[src/rtl/timer_pkg.sv]
// Shared encodings for the timer control stage: FSM states, register map
// and CTRL bit positions.
package timer_pkg;

    localparam logic [1:0] ST_IDLE  = 2'd0;
    localparam logic [1:0] ST_START = 2'd1;
    localparam logic [1:0] ST_RUN   = 2'd2;
    localparam logic [1:0] ST_DONE  = 2'd3;

    localparam logic [1:0] ADDR_CTRL    = 2'd0;
    localparam logic [1:0] ADDR_LOAD    = 2'd1;
    localparam logic [1:0] ADDR_COMPARE = 2'd2;
    localparam logic [1:0] ADDR_STATUS  = 2'd3;

    localparam int CTRL_EN        = 0;
    localparam int CTRL_ONESHOT   = 1;
    localparam int CTRL_IRQ_EN    = 2;
    localparam int CTRL_PRESC_LSB = 8;

endpackage

[src/rtl/timer_prescaler.sv]
// Divide-by-(presc+1) tick generator; cleared while the FSM is in START.
module timer_prescaler #(
    parameter int PRESC_W = 8
) (
    input  logic               clk,
    input  logic               rst,
    input  logic               clr,
    input  logic               run,
    input  logic [PRESC_W-1:0] presc,
    output logic               tick
);

    localparam logic [PRESC_W-1:0] ONE = PRESC_W'(1);

    logic [PRESC_W-1:0] cnt;

    assign tick = run && (cnt == presc);

    always_ff @(posedge clk or posedge rst) begin
        if (rst)
            cnt <= '0;
        else if (clr)
            cnt <= '0;
        else if (run)
            cnt <= tick ? '0 : cnt + ONE;
    end

endmodule

[src/rtl/timer_ctrl.sv]
// Register-mapped control stage for the timer counter: CTRL/LOAD/COMPARE/STATUS,
// run FSM, prescaled count enable, reload pulse and sticky overflow interrupt.
module timer_ctrl
    import timer_pkg::*;
#(
    parameter int PRESC_W = 8
) (
    input  logic        clk,
    input  logic        rst,
    input  logic [1:0]  addr,
    input  logic        wrEn,
    input  logic [31:0] wrData,
    output logic [31:0] rdData,
    input  logic        co,
    output logic [31:0] initialLoad,
    output logic [31:0] coValLoad,
    output logic        init,
    output logic        cntEn,
    output logic        irq
);

    logic               en;
    logic               oneshot;
    logic               irq_en;
    logic [PRESC_W-1:0] presc;
    logic [31:0]        load_r;
    logic [31:0]        cmp_r;
    logic               ovf;
    logic [1:0]         state;
    logic [1:0]         next_state;
    logic               tick;

    logic ctrl_wr, wr_en_bit, qco, os_done;

    assign ctrl_wr   = wrEn && (addr == ADDR_CTRL);
    assign wr_en_bit = wrData[CTRL_EN];
    // co from the counter is only meaningful while it is actually counting
    assign qco       = (state == ST_RUN) && co;
    assign os_done   = qco && oneshot;

    always_comb begin
        next_state = state;
        unique case (state)
            ST_IDLE:  if (ctrl_wr && wr_en_bit) next_state = ST_START;
            ST_START: next_state = (ctrl_wr && !wr_en_bit) ? ST_IDLE : ST_RUN;
            ST_RUN: begin
                // a CTRL write overrides the one-shot termination in the same cycle
                if (ctrl_wr)
                    next_state = wr_en_bit ? (os_done ? ST_START : ST_RUN) : ST_IDLE;
                else if (os_done)
                    next_state = ST_DONE;
            end
            ST_DONE:  if (ctrl_wr) next_state = wr_en_bit ? ST_START : ST_IDLE;
            default:  next_state = ST_IDLE;
        endcase
    end

    always_ff @(posedge clk or posedge rst) begin
        if (rst) begin
            state   <= ST_IDLE;
            en      <= 1'b0;
            oneshot <= 1'b0;
            irq_en  <= 1'b0;
            presc   <= '0;
            load_r  <= '0;
            cmp_r   <= '0;
            ovf     <= 1'b0;
        end else begin
            state <= next_state;
            if (ctrl_wr) begin
                en      <= wrData[CTRL_EN];
                oneshot <= wrData[CTRL_ONESHOT];
                irq_en  <= wrData[CTRL_IRQ_EN];
                presc   <= wrData[CTRL_PRESC_LSB +: PRESC_W];
            end else if (os_done) begin
                en <= 1'b0;
            end
            if (wrEn && addr == ADDR_LOAD)    load_r <= wrData;
            if (wrEn && addr == ADDR_COMPARE) cmp_r  <= wrData;
            // set has priority over the W1C clear
            if (qco)
                ovf <= 1'b1;
            else if (wrEn && addr == ADDR_STATUS && wrData[0])
                ovf <= 1'b0;
        end
    end

    timer_prescaler #(.PRESC_W(PRESC_W)) u_presc (
        .clk   (clk),
        .rst   (rst),
        .clr   (state == ST_START),
        .run   (state == ST_RUN),
        .presc (presc),
        .tick  (tick)
    );

    assign init        = (state == ST_START);
    assign cntEn       = tick;
    assign irq         = ovf && irq_en;
    assign initialLoad = load_r;
    assign coValLoad   = cmp_r;

    always_comb begin
        rdData = '0;
        unique case (addr)
            ADDR_CTRL: begin
                rdData[CTRL_EN]                      = en;
                rdData[CTRL_ONESHOT]                 = oneshot;
                rdData[CTRL_IRQ_EN]                  = irq_en;
                rdData[CTRL_PRESC_LSB +: PRESC_W]    = presc;
            end
            ADDR_LOAD:    rdData = load_r;
            ADDR_COMPARE: rdData = cmp_r;
            ADDR_STATUS:  rdData[2:0] = {state, ovf};
            default:      rdData = '0;
        endcase
    end

endmodule

[config.mk]
export PLATFORM = sky130hd
export DESIGN_NAME = timer_ctrl
export DESIGN_NICKNAME = d
export VERILOG_FILES = /design/src/rtl/timer_pkg.sv /design/src/rtl/timer_prescaler.sv /design/src/rtl/timer_ctrl.sv
export SDC_FILE = /design/constraint.sdc
export NUM_CORES = 1
export LEC_CHECK = 0
export ABC_CLOCK_PERIOD_IN_PS = 8020
export BUFFER_PORTS_ARGS = -buffer_cell sky130_fd_sc_hd__buf_4
export CORE_MARGIN = 2
export CORE_UTILIZATION = 45
export DETAILED_ROUTE_END_ITERATION = 10
export PLACE_DENSITY_LB_ADDON = 0.08
export SLEW_MARGIN = 30
export SYNTH_ARGS = -nofsm -noshare
export SYNTH_HDL_FRONTEND = slang
export SYNTH_HIERARCHICAL = 1
export SYNTH_SLANG_ARGS = --single-unit
[constraint.sdc]
create_clock -name clk -period 8.02 [get_ports clk]
set_clock_uncertainty 0.15 [all_clocks]
set_input_delay 1.604 -clock clk [delete_from_list [all_inputs] [get_ports clk]]
set_output_delay 1.604 -clock clk [all_outputs]
set_load 0.02 [all_outputs]
Word level (Yosys, flattened, before mapping). Index checks and enable logic that the tools add are counted.

Bits of input ports: 38. Output and inout port bits: 99. Flip-flop bits (word level): 86. Logic and storage cells: 58.

Equality and inequality tests: 10. Reduce and logical (&&, ||, !) cells: 18. Mux-type cells: 20. Add/subtract/negate cells: 1.

Operators by type and width (count): $pmux W16 S2 (1); $mux W8 (3); $pmux W8 S3 (1); $mux W2 (7); $pmux W3 S4 (1); $logic_and A1 B1 Y1 (11); $pmux W5 S2 (1); $add A8 B1 Y8 const B (1); $eq A2 B2 Y1 const B (4); $eq A8 B8 Y1 (1); $pmux W2 S4 (1); $reduce_bool A2 Y1 (3); $mux W1 (5); $eq A2 B1 Y1 const B (2); $logic_not A2 Y1 (2); $ne A2 B2 Y1 const B (2); $ne A3 B3 Y1 const B (1); $reduce_and A3 Y1 (1); $logic_not A1 Y1 (1).

Longest topological paths before layout. Gate-level depths: netlist (run 1).

Depth after elaboration: 7. Mapped depth: 7.

Cells and area by module. The synthesis (run 1) kept the hierarchy.

Modules (own cells, without submodules): timer_ctrl (instances 1, cells an instance 266, seq. area each 1951.9 um2, area an instance 3569.7 um2); timer_prescaler (instances 1, cells an instance 50, seq. area each 200.2 um2, area an instance 500.5 um2).

Least setup slack after synthesis (run 1). Ideal clock, no wire load.

Kind: input-to-output. Start: input port addr[1]. End: output port rdData[0]. Buffers on the path: 2. Data required time: 6.266 ns. Stages on the path: 6. Setup slack: 3.602 ns. Data arrival time: 2.664 ns. Path through: inv_1 -> ha_1 -> buf_2 -> clkbuf_1 -> a222oi_1 -> mux2i_1.

Word-level cells in the longest chain between the ends: 2. Elaborated cells between the ends (all ways): 5.

Ends and longest elaborated chain: start: declaration (RTL line timer_ctrl.sv:10) `input logic [1:0] addr,`; $eq A2 B2 Y1 (tied with other cells) (RTL line timer_ctrl.sv:105) `unique case (addr)`; $pmux W3 S4 * (RTL line timer_ctrl.sv:105); end: declaration (RTL line timer_ctrl.sv:13) `output logic [31:0] rdData,`.

Mark *: on every way between the ends. The rest lies on a longest branch, timed or not.

Final worst setup path (run 1).
Start: input port addr[0]. End: output port rdData[19].

Word-level cells in the longest chain between the ends: 2. Elaborated cells between the ends (all ways): 3.

Ends and longest elaborated chain (RTL line): $eq A2 B2 Y1 or $eq A2 B1 Y1 (tied branches) (timer_ctrl.sv:105); $pmux W16 S2 * (timer_ctrl.sv:105).

Marked as above.

==> results of run 1 <==
[worst paths after layout]
path,startpoint,end,slack (ns),cells past startpoint
max,addr[0],rdData[19],3.32,7
min,irq_en$_DFFE_PP0P_,irq_en$_DFFE_PP0P_,0.38,1
max reg2reg,state[0]$_DFFE_PP0P_,u_presc/cnt[2]$_DFFE_PP0P_,6.20,4
min reg2reg,irq_en$_DFFE_PP0P_,irq_en$_DFFE_PP0P_,0.38,1
max in group asynchronous,rst,initialLoad[24]$_DFFE_PP0P_,5.92,3
min in group asynchronous,rst,u_presc/cnt[3]$_DFFE_PP0P_,1.07,2
[layer usage]
metal	global-route usage, %	vias up
met5	0	-
met1	28.1	1566
met3	4.29	12
li1	-	1399
met4	8.96	0
met2	34.3	109
[layout make-up]
type	instances	area, sq um	share of cell area (%)
clock buffers	10	128	2.37
clock inverters	6	110	2.05
inverters	10	37.5	0.698
multi-input cells	200	1760	32.6
flip-flops and latches	86	2150	40.0
well taps	108	135	2.51
repair buffers	141	1060	19.7
[through the flow]
stage	setup slack, ns	hold WS (ns)	std cells	power [uW]	cell area [sq um]
after CTS	3.33	0.380	561	1440	5380
after detailed placement	3.34	0.360	545	1080	5140
final	3.32	0.381	561	1430	5380
after global routing	3.20	0.412	561	1500	5380
after global placement	3.37	0.365	545	1070	5140
after floorplan	3.60	0.329	316	873	4070
[cells by family after synthesis]
family | share of synthesized area [%]
flops | 52.9
mux | 21.5
simple gates | 8.55
compound gates | 7.96
buf+inv | 3.97
xor+xnor | 3.01
fa+ha+maj | 2.15
[state kept, by name (all words and copies together) (netlist names)]
name / flops
coValLoad: 32
en: 1
initialLoad: 32
irq_en: 1
oneshot: 1
ovf: 1
presc: 8
state: 2
u_presc/cnt: 8
[power breakdown]
group / internal (uW) / switching [uW]
Combinational: 225 / 242
Clock: 206 / 152
Sequential: 520 / 85.5
Total: 951 / 479
[worst max-delay path, cell delays in order]
cell and delay [ns]:
buf_4 0.13, inv_1 0.10, ha_1 0.28, buf_4 0.35
a22oi_1 0.15, nor2b_1 0.15, buf_4 0.16
[cells in the mapped netlist]
cell type	instances	area share, %
o32ai_1	1	0.22
ha_1	7	2.2
a22oi_1	21	3.9
xor2_1	6	1.3
and3_2	1	0.18
nor3_2	1	0.25
and3_1	1	0.15
buf_2	6	0.74
o221a_2	1	0.28
nand2_1	9	0.83
nand3b_1	1	0.18
a21oi_1	2	0.25
mux2_2	75	21
buf_1	2	0.18
and2_1	1	0.15
nand4_1	4	0.61
clkbuf_1	4	0.37
nand4_2	1	0.31
nor3_4	1	0.40
nor3_1	5	0.61
a22o_1	1	0.22
inv_1	10	0.92
mux2i_1	3	0.74
o21ai_0	1	0.12
or3_1	1	0.15
xnor2_1	8	1.7
buf_4	5	0.92
dfrtp_1	86	53
a31oi_1	1	0.15
o22ai_1	1	0.15
nor2_1	11	1.0
nand2_2	1	0.15
nand3_1	1	0.12
buf_6	3	0.83
nor2b_1	21	3.2
a222oi_1	11	2.7
and2b_1	1	0.18
==> flow_summary.yaml, run 1 <==
status:
  status: "finished, final reports clean"
synthesis:
  synth_seq_area_share_pct: 52.9
  synth_nets: 361
  syn-instance-count: 316
  netlist_area_sq_um: 4070
  syn_area_per_cell_sq_um: 12.9
  synth_cell_types: 37
  yosysWarnings: 6
  synth.ff_latch_count: 86
clock_tree:
  cts_setup_buffers: 0
  cts_tree: "done"
  clk-insertion-delay-late_ns: 0.35
  htree_levels: 3
  cts_buffer_depth: 2
  postCtsResizedCells: 0
  numCtsBuffers: 9
  clk_pin_slew_ns: 0.09
  clock-sinks: 86
  root_buffer: "clkbuf_8"
  hold_buffers: 0
final_layout:
  mostFrequentLayoutCells: "buf_4, dfrtp_1, mux2_2"
  nFillCells: 742
  area_growth_pct: 32.2
  antenna_cells: 0
  layout_commonest_cell: "buf_4"
  utilization_pct: 61.4
  nNetsFinal: 493
  final_layout_size_suffix_gt1_share_pct: 52.5
setup_path:
  setup.worst_path.class: "in2out"
  arrival_ns: 2.95
  cp_max_fo: 28
  cp-start-kind: "input pin"
  critPathRequiredTime_ns: 6.27
  end_kind: "primary output"
routing:
  wirelength_mm: 10.2
  wl_per_cell_um: 18.2
  drcViolationCount: 0
  topRoutingLayerUsed: "met4"
  drt-vias-per-instance: 5.50
  drt_iter0_drc: 169
  vias: 3086
  dr.pass1.iters: 4
  met2_wirelength_mm: 5.01
  ant_nets: 0
  met3WireLength_um: 608
  drt-met1-wl_mm: 4.44
die:
  dieArea_sq_um: 9820
  dieHeight_um: 99.1
  start_util_pct: 46.4
  io_pins: 137
  coreArea_sq_um: 8760
  fp-row-count: 34
  die_x_um: 99.1
global_route:
  grt_use_total_pct: 21.2
  grt_pass1_wl_mm: 16.4
  grt_overflow: 0
  grt_max_degree: 79
  grt_pass1_vias: 3193
  antenna_found_initial: 0
power:
  leakagePower_uw: 0.00251
  p_per_area_nw_per_um2: 266
  ir_drop_uv: 105
sta:
  worst_slew_pin_slew_ns: 0.750
  finalCriticalPeriod_ns: 4.70
  slew_violations: 0
  period_share_pct: 58.6
  hold_viol: 0
  setup_tns_ns: 0
  rsz0062_at_grt: "false"
  fmax_ghz: 0.213
  setup-violations-final: 0
  maxSlewHeadroom_pct: 49.8
placement:
  placement.io_buffers: 136
  place_hpwl_mm: 7.05
  globalplace.congestion: 0.842
run:
  maxCapViolCount: 0
hold_path:
  hp-class: "reg2reg"
Power figures use the tool's default switching activity.
==> run 2, diff against run 1 <==
- ABC_AREA: default -> 1
- ABC_CLOCK_PERIOD_IN_PS: 8020 -> 3900
- clock period: 8.02 -> 3.9 ns (I/O delays scaled with it)
==> run 2 against run 1 <==
Effect of this change:
- non-clock buffer count rose by 1
- die area rose by 9.0%
- worst setup slack got worse by 2.4 ns
- sequential share of layout area fell by 2.4 points
- worst hold slack got worse by 0.14 ns
- core utilization fell by 2.4 points
- critical path type unchanged
- largest power group unchanged
- highest routed layer unchanged
==> flow_summary.yaml, run 2 <==
status:
  status: "finished, final reports clean"
hold_path:
  hp-class: "in2async"
placement:
  placed_area_sq_um: 5510
  dp.cells: 824
  placement.io_buffers: 136
  dp_slack_ns: 0.918
  place_hpwl_mm: 8.35
  globalplace.congestion: 0.887
sta:
  hold_viol: 0
  hold-worst-slack_ns: 0.244
  maxSlewHeadroom_pct: 44.1
  period_share_pct: 76.1
  fmax_ghz: 0.337
  finalCriticalPeriod_ns: 2.97
  postLayoutSetupSlackWorst_ns: 0.933
  slew_violations: 0
  rsz0062_at_grt: "false"
  setup_tns_ns: 0
  setup-violations-final: 0
  worst_slew_pin_slew_ns: 0.837
setup_path:
  setup.worst_path.class: "in2out"
  cp_cell_sequence: "buf_4 -> inv_1 -> ha_1 -> inv_1 -> a21oi_1 -> buf_4"
  cp_max_fo: 21
  cpMaxStageDelayCell: "inv_1"
  arrival_ns: 2.04
  critPathBufInv: 4
  slowest_delay_ns: 0.48
  cp_top_family: "buffers and inverters"
  cp-start-kind: "input pin"
  critPathRequiredTime_ns: 2.97
  end_kind: "primary output"
synthesis:
  yosys.area.top_type_share_pct: 48.3
  synth_most_common_cell: "nand2_1"
  syn-instance-count: 578
  synth_nets: 623
  yosysTopAreaCell: "dfrtp_1"
  yosysWarnings: 6
  synth.ff_latch_count: 86
  netlist_area_sq_um: 4450
  syn_area_per_cell_sq_um: 7.70
  synth-async-reset-ratio_pct: 100
  synth_edf_count: 0
  synth_common_cells: "nand2_1, dfrtp_1, inv_1"
  synth_seq_area_share_pct: 48.3
  synth_cell_types: 31
  ys.flop_type: "dfrtp_1"
  synth_area_leaders: "dfrtp_1, nand2_1, o21ai_1, inv_1, o21ai_0"
clock_tree:
  cts_buffer_depth: 2
  clk-insertion-delay-late_ns: 0.35
  cts_tree: "done"
  cts_setup_buffers: 0
  clk_pin_slew_ns: 0.09
  root_buffer: "clkbuf_8"
  postCtsResizedCells: 0
  hold_buffers: 0
  htree_levels: 3
  clock-sinks: 86
  numCtsBuffers: 9
power:
  power_frac_comb_pct: 34.3
  intPower_uw: 1750
  pwr-share-seq_pct: 42.9
  switching_share_pct: 38.2
  leakagePower_uw: 0.00307
  p_clk_share_pct: 22.8
  ir_drop_uv: 271
  p_sw_uw: 1080
  p_per_area_nw_per_um2: 495
final_layout:
  fin_area_sq_um: 5720
  mostFrequentLayoutCells: "nand2_1, buf_4, dfrtp_1"
  finalNonFillerCells: 840
  area_growth_pct: 28.4
  layout_commonest_cell: "nand2_1"
  antenna_cells: 0
  final_layout_size_suffix_gt1_share_pct: 25.3
  nNetsFinal: 747
routing:
  drt_iter0_drc: 130
  vias: 4043
  drcViolationCount: 0
  dr.pass1.iters: 4
  wl_per_cell_um: 13.5
  ant_nets: 0
  drt-vias-per-instance: 4.81
  wirelength_mm: 11.3
die:
  die_x_um: 103
  start_util_pct: 46.0
  coreArea_sq_um: 9680
  io_pins: 137
  dieArea_sq_um: 10700
  fp-row-count: 36
  dieHeight_um: 103
global_route:
  grt_use_total_pct: 21.8
  grt_pass1_vias: 3777
  grt_overflow: 0
  grt_pass1_wl_mm: 18.5
  grt_max_degree: 65
  antenna_found_initial: 0
run:
  maxCapViolCount: 0
[run 2: changes by cell type after synthesis, sizes merged, moves of 10 or more]
cell / change
nand2: +197
a222oi: -11
mux2: -75
buf: +10
inv: +62
a22oi: -21
nor2b: -21
nor2: +19
nand3: +17
a21oi: +23
o21ai: +78
[run 2: logic make-up after synthesis]
group | after synthesis | share of synthesized area (%)
and+or+nand+nor | 265 | 25.3
DFF | 86 | 48.3
xor gates and xnor gates | 9 | 1.77
AOI/OAI and AO/OA | 110 | 12.7
adders and majority gates | 7 | 1.97
buffers and inverters | 101 | 9.95
[run 2: worst paths after layout]
check	startpoint	end	slack [ns]	cells after the start
worst max-delay path	addr[0]	rdData[19]	0.93	6
worst min-delay path	rst	u_presc/cnt[3]$_DFFE_PP0P_	0.24	2
worst max register to register	state[1]$_DFFE_PP0P_	u_presc/cnt[4]$_DFFE_PP0P_	2.18	7
worst min register to register	coValLoad[17]$_DFFE_PP0P_	coValLoad[17]$_DFFE_PP0P_	0.37	2
max in group asynchronous	rst	coValLoad[16]$_DFFE_PP0P_	2.32	3
min in group clk	coValLoad[17]$_DFFE_PP0P_	coValLoad[17]$_DFFE_PP0P_	0.37	2
[run 2: area by class of cell]
class | count | area (sq um)
Clock buffer | 10 | 138
Fill cell | 901 | 3970
Inverter | 72 | 270
Tap cell | 133 | 166
Timing Repair Buffer | 142 | 1070
Clock inverter | 6 | 68.8
Sequential cell | 86 | 2150
Multi-Input combinational cell | 391 | 1860
[run 2: worst reg2reg max path: stages (launching register included)]
cell and delay [ns]:
dfrtp_1 0.51, nor2_2 0.20, inv_1 0.15, nand2_4 0.14, nand2_4 0.06, nor3_1 0.18, xor2_1 0.17, nor2_1 0.06
[run 2: per-stage QoR]
stage	total power, uW	utilization, %
floorplan	1820	-
global placement	2180	56.9
detailed placement	2210	56.9
CTS	2860	59.1
global route	3020	59.1
finish	2830	59.1
[run 2: per-layer routing]
layer / track usage, % / share of wire [%] / routed length [um]
met5: 0 / 0 / 0
met4: 7.59 / 1.1 / 127
met3: 3.23 / 4.7 / 532
met2: 34.8 / 48 / 5440
met1: 30.4 / 46 / 5210
[run 2: power by group through the flow]
stage          logic (uW)  clock network [uW]  registers [uW]
3_5_place_dp          978                   0            1230
6_report              971                 647            1220
2_1_floorplan         510                   0            1310
3_3_place_gp          956                   0            1230
5_1_grt              1080                 703            1240
4_1_cts               978                 665            1220
